$ cat src/rtl/flash_arbiter.sv
// Parallel NOR flash read sequencer shared round-robin between port A (Z80 cartridge)
// and port B (secondary reader), with a one-byte last-read cache on port A.
//
// state     | meaning
// ----------|----------------------------------------------------------
// S_IDLE    | CE_N/OE_N high; serve A cache hit or arbitrate and grant
// S_ACCESS  | CE_N/OE_N low; count down the access time, sample fl_dq at 0
// S_RECOVER | CE_N/OE_N high; bus turnaround, requests not evaluated
module flash_arbiter #(
   parameter int ACCESS_CYCLES   = 4,
   parameter int RECOVERY_CYCLES = 1,
   parameter bit CACHE_EN        = 1'b1
) (
   input  logic        clk,
   input  logic        reset_n,
   input  logic        a_req,
   input  logic [21:0] a_addr,
   output logic [7:0]  a_data,
   output logic        a_ack,
   input  logic        b_req,
   input  logic [21:0] b_addr,
   output logic [7:0]  b_data,
   output logic        b_ack,
   input  logic [7:0]  fl_dq,
   output logic [21:0] FL_ADDR,
   output logic        FL_CE_N,
   output logic        FL_OE_N,
   output logic        FL_WE_N,
   output logic        FL_RST_N
);

   localparam int CW = $clog2(ACCESS_CYCLES);
   localparam int RW = (RECOVERY_CYCLES > 1) ? $clog2(RECOVERY_CYCLES) : 1;
   localparam logic [CW-1:0] CNT_INIT  = CW'(ACCESS_CYCLES - 1);
   localparam logic [RW-1:0] RCNT_INIT = RW'(RECOVERY_CYCLES - 1);

   typedef enum logic [1:0] {S_IDLE, S_ACCESS, S_RECOVER} state_t;

   state_t        state, state_d;
   logic [CW-1:0] cnt, cnt_d;
   logic [RW-1:0] rcnt, rcnt_d;
   logic [21:0]   addr_d;
   logic          en_n, en_n_d;
   logic          last_b, last_b_d;
   logic          cache_valid, cache_valid_d;
   logic [21:0]   cache_addr, cache_addr_d;
   logic [7:0]    cache_data, cache_data_d;
   logic [7:0]    a_data_d, b_data_d;
   logic          a_ack_d, b_ack_d;
   logic          cache_hit, pick_b;

   assign cache_hit = CACHE_EN && cache_valid && a_req && (a_addr == cache_addr);
   assign FL_CE_N   = en_n;
   assign FL_OE_N   = en_n;
   assign FL_WE_N   = 1'b1;

   always_comb begin
      state_d       = state;
      cnt_d         = cnt;
      rcnt_d        = rcnt;
      addr_d        = FL_ADDR;
      en_n_d        = en_n;
      last_b_d      = last_b;
      cache_valid_d = cache_valid;
      cache_addr_d  = cache_addr;
      cache_data_d  = cache_data;
      a_data_d      = a_data;
      b_data_d      = b_data;
      a_ack_d       = 1'b0;
      b_ack_d       = 1'b0;
      pick_b        = 1'b0;
      case (state)
         S_IDLE: begin
            if (cache_hit) begin
               a_data_d = cache_data;
               a_ack_d  = 1'b1;
            end else if (a_req || b_req) begin
               // With both requesting, the port not served last wins.
               pick_b   = b_req && (!a_req || !last_b);
               addr_d   = pick_b ? b_addr : a_addr;
               en_n_d   = 1'b0;
               cnt_d    = CNT_INIT;
               last_b_d = pick_b;
               state_d  = S_ACCESS;
            end
         end
         S_ACCESS: begin
            if (cnt == '0) begin
               if (last_b) begin
                  b_data_d = fl_dq;
                  b_ack_d  = 1'b1;
               end else begin
                  a_data_d = fl_dq;
                  a_ack_d  = 1'b1;
                  if (CACHE_EN) begin
                     cache_valid_d = 1'b1;
                     cache_addr_d  = FL_ADDR;
                     cache_data_d  = fl_dq;
                  end
               end
               en_n_d  = 1'b1;
               rcnt_d  = RCNT_INIT;
               state_d = S_RECOVER;
            end else begin
               cnt_d = cnt - CW'(1);
            end
         end
         S_RECOVER: begin
            if (rcnt == '0) state_d = S_IDLE;
            else            rcnt_d  = rcnt - RW'(1);
         end
         default: state_d = S_IDLE;
      endcase
   end

   always_ff @(posedge clk) begin
      if (!reset_n) begin
         state       <= S_IDLE;
         cnt         <= '0;
         rcnt        <= '0;
         FL_ADDR     <= '0;
         en_n        <= 1'b1;
         last_b      <= 1'b1;
         cache_valid <= 1'b0;
         cache_addr  <= '0;
         cache_data  <= '0;
         a_data      <= '0;
         b_data      <= '0;
         a_ack       <= 1'b0;
         b_ack       <= 1'b0;
         FL_RST_N    <= 1'b0;
      end else begin
         state       <= state_d;
         cnt         <= cnt_d;
         rcnt        <= rcnt_d;
         FL_ADDR     <= addr_d;
         en_n        <= en_n_d;
         last_b      <= last_b_d;
         cache_valid <= cache_valid_d;
         cache_addr  <= cache_addr_d;
         cache_data  <= cache_data_d;
         a_data      <= a_data_d;
         b_data      <= b_data_d;
         a_ack       <= a_ack_d;
         b_ack       <= b_ack_d;
         FL_RST_N    <= 1'b1;
      end
   end

endmodule

$ cat config.mk
export PLATFORM = sky130hd
export DESIGN_NAME = flash_arbiter
export DESIGN_NICKNAME = d
export VERILOG_FILES = /design/src/rtl/flash_arbiter.sv
export SDC_FILE = /design/constraint.sdc
export NUM_CORES = 1
export LEC_CHECK = 0
export CAP_MARGIN = 20
export CORE_ASPECT_RATIO = 1.25
export CORE_MARGIN = 2
export CORE_UTILIZATION = 35
export DETAILED_ROUTE_END_ITERATION = 8
export PLACE_DENSITY_LB_ADDON = 0.15
export SYNTH_ARGS = -nofsm -noshare
export SYNTH_HDL_FRONTEND = slang
export SYNTH_SLANG_ARGS = --single-unit
$ cat constraint.sdc
create_clock -name clk -period 2.1 [get_ports clk]
set_input_delay 0.42 -clock clk [delete_from_list [all_inputs] [get_ports clk]]
set_output_delay 0.42 -clock clk [all_outputs]
set_load 0.02 [all_outputs]
==> impl_metrics.yaml <==
status:
  status: "finished, final reports clean"
layout:
  final_util_pct: 51.8
  layout_commonest_cell: "nand2_1"
  n_fill_cell: 965
  drive_gt1_share_pct: 9.49
  antenna_cells: 0
  mostFrequentLayoutCells: "144 x nand2_1, 92 x clkdlybuf4s50_1, 77 x dfxtp_1, 38 x a21boi_0, 30 x mux2i_1"
  fin_nets: 579
  area_delta_synth_final_pct: 45.0
  final_cell_area_mm2: 0.00521
timing:
  finalSetupTns_ns: 0
  setup_viol: 0
  finalHoldViolations: 0
  rsz0062_at_grt: "true"
  fmaxAchievable_ghz: 0.497
  skew_ns: 0.00468
  slew_violations: 0
  period_minus_slack_ns: 2.01
  fin_crit_sh_pct: 95.8
min_path:
  hold_class: "reg2reg"
  hp-start: "b_data[7]$_SDFFE_PN0P_"
  min_to: "b_data[7]$_SDFFE_PN0P_"
  hold-path-cell-count: 2
place:
  gp_congestion: 0.791
  post-dp-hpwl_um: 6530
  place_area_mm2: 0.00478
  io_buffers: 98
power:
  pwr_density_cell_mw_per_mm2: 786
  leakagePower_nw: 2.00
  p_switching_mw: 1.08
  combPwrFrac_pct: 21.0
  p_int_mw: 3.02
  seqPwrFrac_pct: 40.2
  switching_share_pct: 26.3
  irDropWorstVdd_uv: 429
  power.clock.fraction_pct: 38.8
grt:
  grt_pass1_wl_um: 14900
  grt_overflow: 0
  grt_pass1_vias: 2995
  grt_max_degree: 45
  antenna_found_initial: 0
  grt_util_all_layers_pct: 17.0
route:
  viasPerCell: 4.74
  drt_iter0_drc: 108
  avgRoutedWirePerCell_um: 14.0
  drtPass1Iterations: 4
  vias: 3107
  antenna_left: 0
  drcViolationCount: 0
  wirelength_um: 9160
synthesis:
  synth_fp_nets: 481
  synth-simple-area-share_pct: 22.7
  syn_inst: 424
  synthMuxAreaShare_pct: 8.35
  synth_xor_area_share_pct: 5.36
  ys_seq_area_share_pct: 43.4
  synth_top_family_by_area: "simple AND/OR/NAND/NOR gates"
  synth_fa_ha_area_share_pct: 0.348
  syn-mean-instance-area_um2: 8.48
  ys_seq_elements: 78
  ys_types: 34
  syn_area_mm2: 0.00359
  synth_compound_area_share_pct: 14.8
  yosys_warnings: 0
setup_path:
  crit_type: "reg2reg"
  r2r-end: "FL_ADDR[19]$_SDFFE_PN0P_"
  crit_fanout: 7
  reg2reg_from: "cache_addr[14]$_SDFFE_PN0P_"
  r2r_cells: 6
  cp.arrival_ns: 2.27
  required_ns: 2.36
  reg2reg_setup_slack_ns: 0.09
  crit_path_end_kind: "register"
  critPathLaunchType: "register"
floorplan:
  fp.dieArea_mm2: 0.0111
  die_h_um: 117
  die_x_um: 94.6
  pin_count: 100
  initial_core_util_pct: 35.8
  rows: 41
  coreArea_mm2: 0.0101
clock_network:
  cts.hold.buffers_added: 0
  h-tree-depth: 3
  clkSinkCount: 78
  numCtsBuffers: 9
  clk_latency_ns: 0.33
  cts-root-buf: "clkbuf_16"
  cts_tree: "built"
  clockBufferDepth: 2
  path_clk_slew_ns: 0.06
job:
  maxCapViolCount: 0
==> timing repair <==
| item | in CTS | in global routing |
|---|---|---|
| setup endpoints to repair | 35 | 33 |
| pin swaps | 2 | 4 |
| resized for setup | 5 | 10 |
| setup buffers | 1 | 0 |
| gates cloned | 1 | 1 |
==> cell usage after synthesis <==
master	count	area, um^2
nor2_1	4	15.0
clkbuf_1	24	90.1
nand4_1	4	25.0
and2_1	1	6.26
o221ai_1	1	8.76
ha_1	1	12.5
o211ai_1	22	165
nand2b_1	23	144
nand3_1	3	15.0
buf_2	1	5.00
xnor2_1	16	140
o21a_1	1	7.51
buf_6	1	11.3
nor3b_2	1	12.5
nand2_1	144	541
a21boi_0	38	285
xor2_1	6	52.6
o21ai_0	2	10.0
a21o_1	2	15.0
buf_12	2	40.0
nor4_1	1	6.26
and2_2	1	7.51
conb_1	1	3.75
mux2i_1	30	300
or4_4	1	11.3
nor2b_1	1	6.26
a21oi_1	1	5.00
and3_1	1	6.26
dfxtp_1	78	1560
a21boi_1	2	15.0
a31oi_1	3	18.8
buf_4	2	15.0
inv_1	4	15.0
nor4_4	1	21.3
==> worst max-delay path: stages, from the launching register on <==
cell       delay [ns]
dfxtp_2          0.33
xor2_2           0.15
or4_4            0.54
nor4_4           0.26
a21o_2           0.21
bufbuf_16        0.28
mux2i_1          0.17
==> state kept, by name (all words and copies together), names as in the netlist <==
name / count
a_data: 8
FL_CE_N: 1
b_data: 8
last_b: 1
cache_data: 8
FL_ADDR: 22
a_ack: 1
cache_valid: 1
state: 2
cache_addr: 22
b_ack: 1
FL_RST_N: 1
cnt: 2
==> how the worst max path moves through the flow <==
| stage | startpoint | endpoint | slack [ns] | cells past startpoint |
|---|---|---|---|---|
| 5_1_grt | cache_addr[14]$_SDFFE_PN0P_ | FL_ADDR[19]$_SDFFE_PN0P_ | -0.06 | 6 |
| 6_report | cache_addr[14]$_SDFFE_PN0P_ | FL_ADDR[19]$_SDFFE_PN0P_ | 0.09 | 6 |
| 3_5_place_dp | a_addr[14] | FL_ADDR[9]$_SDFFE_PN0P_ | -0.53 | 7 |
| 4_1_cts | a_addr[13] | FL_ADDR[19]$_SDFFE_PN0P_ | 0.03 | 8 |
| 3_3_place_gp | a_addr[14] | FL_ADDR[21]$_SDFFE_PN0P_ | -0.48 | 7 |
| 2_1_floorplan | a_addr[14] | FL_ADDR[0]$_SDFFE_PN0P_ | 0.06 | 7 |
==> layer usage <==
layer | vias up | track usage (%) | part of all wire, %
met5 | - | 0 | 0
li1 | 1598 | - | -
met4 | 0 | 5.80 | 1.1
met1 | 1425 | 21.8 | 44
met3 | 6 | 4.30 | 5.7
met2 | 78 | 27.5 | 49
==> stage by stage <==
step	power [mW]	instances	setup WS, ns	hold WS [ns]
after floorplan	2.11	424	0.0607	0.439
after global placement	2.48	637	-0.482	0.450
after detailed placement	2.49	637	-0.532	0.455
after CTS	4.13	655	0.0261	0.464
after global routing	4.27	656	-0.0631	0.486
final	4.10	656	0.0875	0.461
==> cell type report <==
type	count	area, um^2	share of cell area [%]
multi-input combinational	312	1910	36.7
clock buffer	12	256	4.92
tap	129	161	3.10
clock inverter	4	55.1	1.06
sequential	78	1560	30.0
inverter	4	15.0	0.288
timing repair buffer	117	1250	23.9
==> logic make-up (layout without fill, tap and decap cells) <==
group / after synthesis / in the layout
AOI/OAI and AO/OA: 72 / 72
xor gates and xnor gates: 22 / 22
adders and majority gates: 1 / 1
buffers and inverters: 34 / 137
DFF: 78 / 78
muxes: 30 / 30
other: 1 / 1
and+or+nand+nor: 186 / 186
==> power by group through the flow <==
stage          registers (mW)  clock network, mW  logic, mW
5_1_grt                  1.66               1.68      0.930
2_1_floorplan            1.75                  0      0.363
4_1_cts                  1.65               1.63      0.851
6_report                 1.65               1.59      0.862
3_5_place_dp             1.68                  0      0.806
3_3_place_gp             1.68                  0      0.799
(Power assumes the default switching activity.)
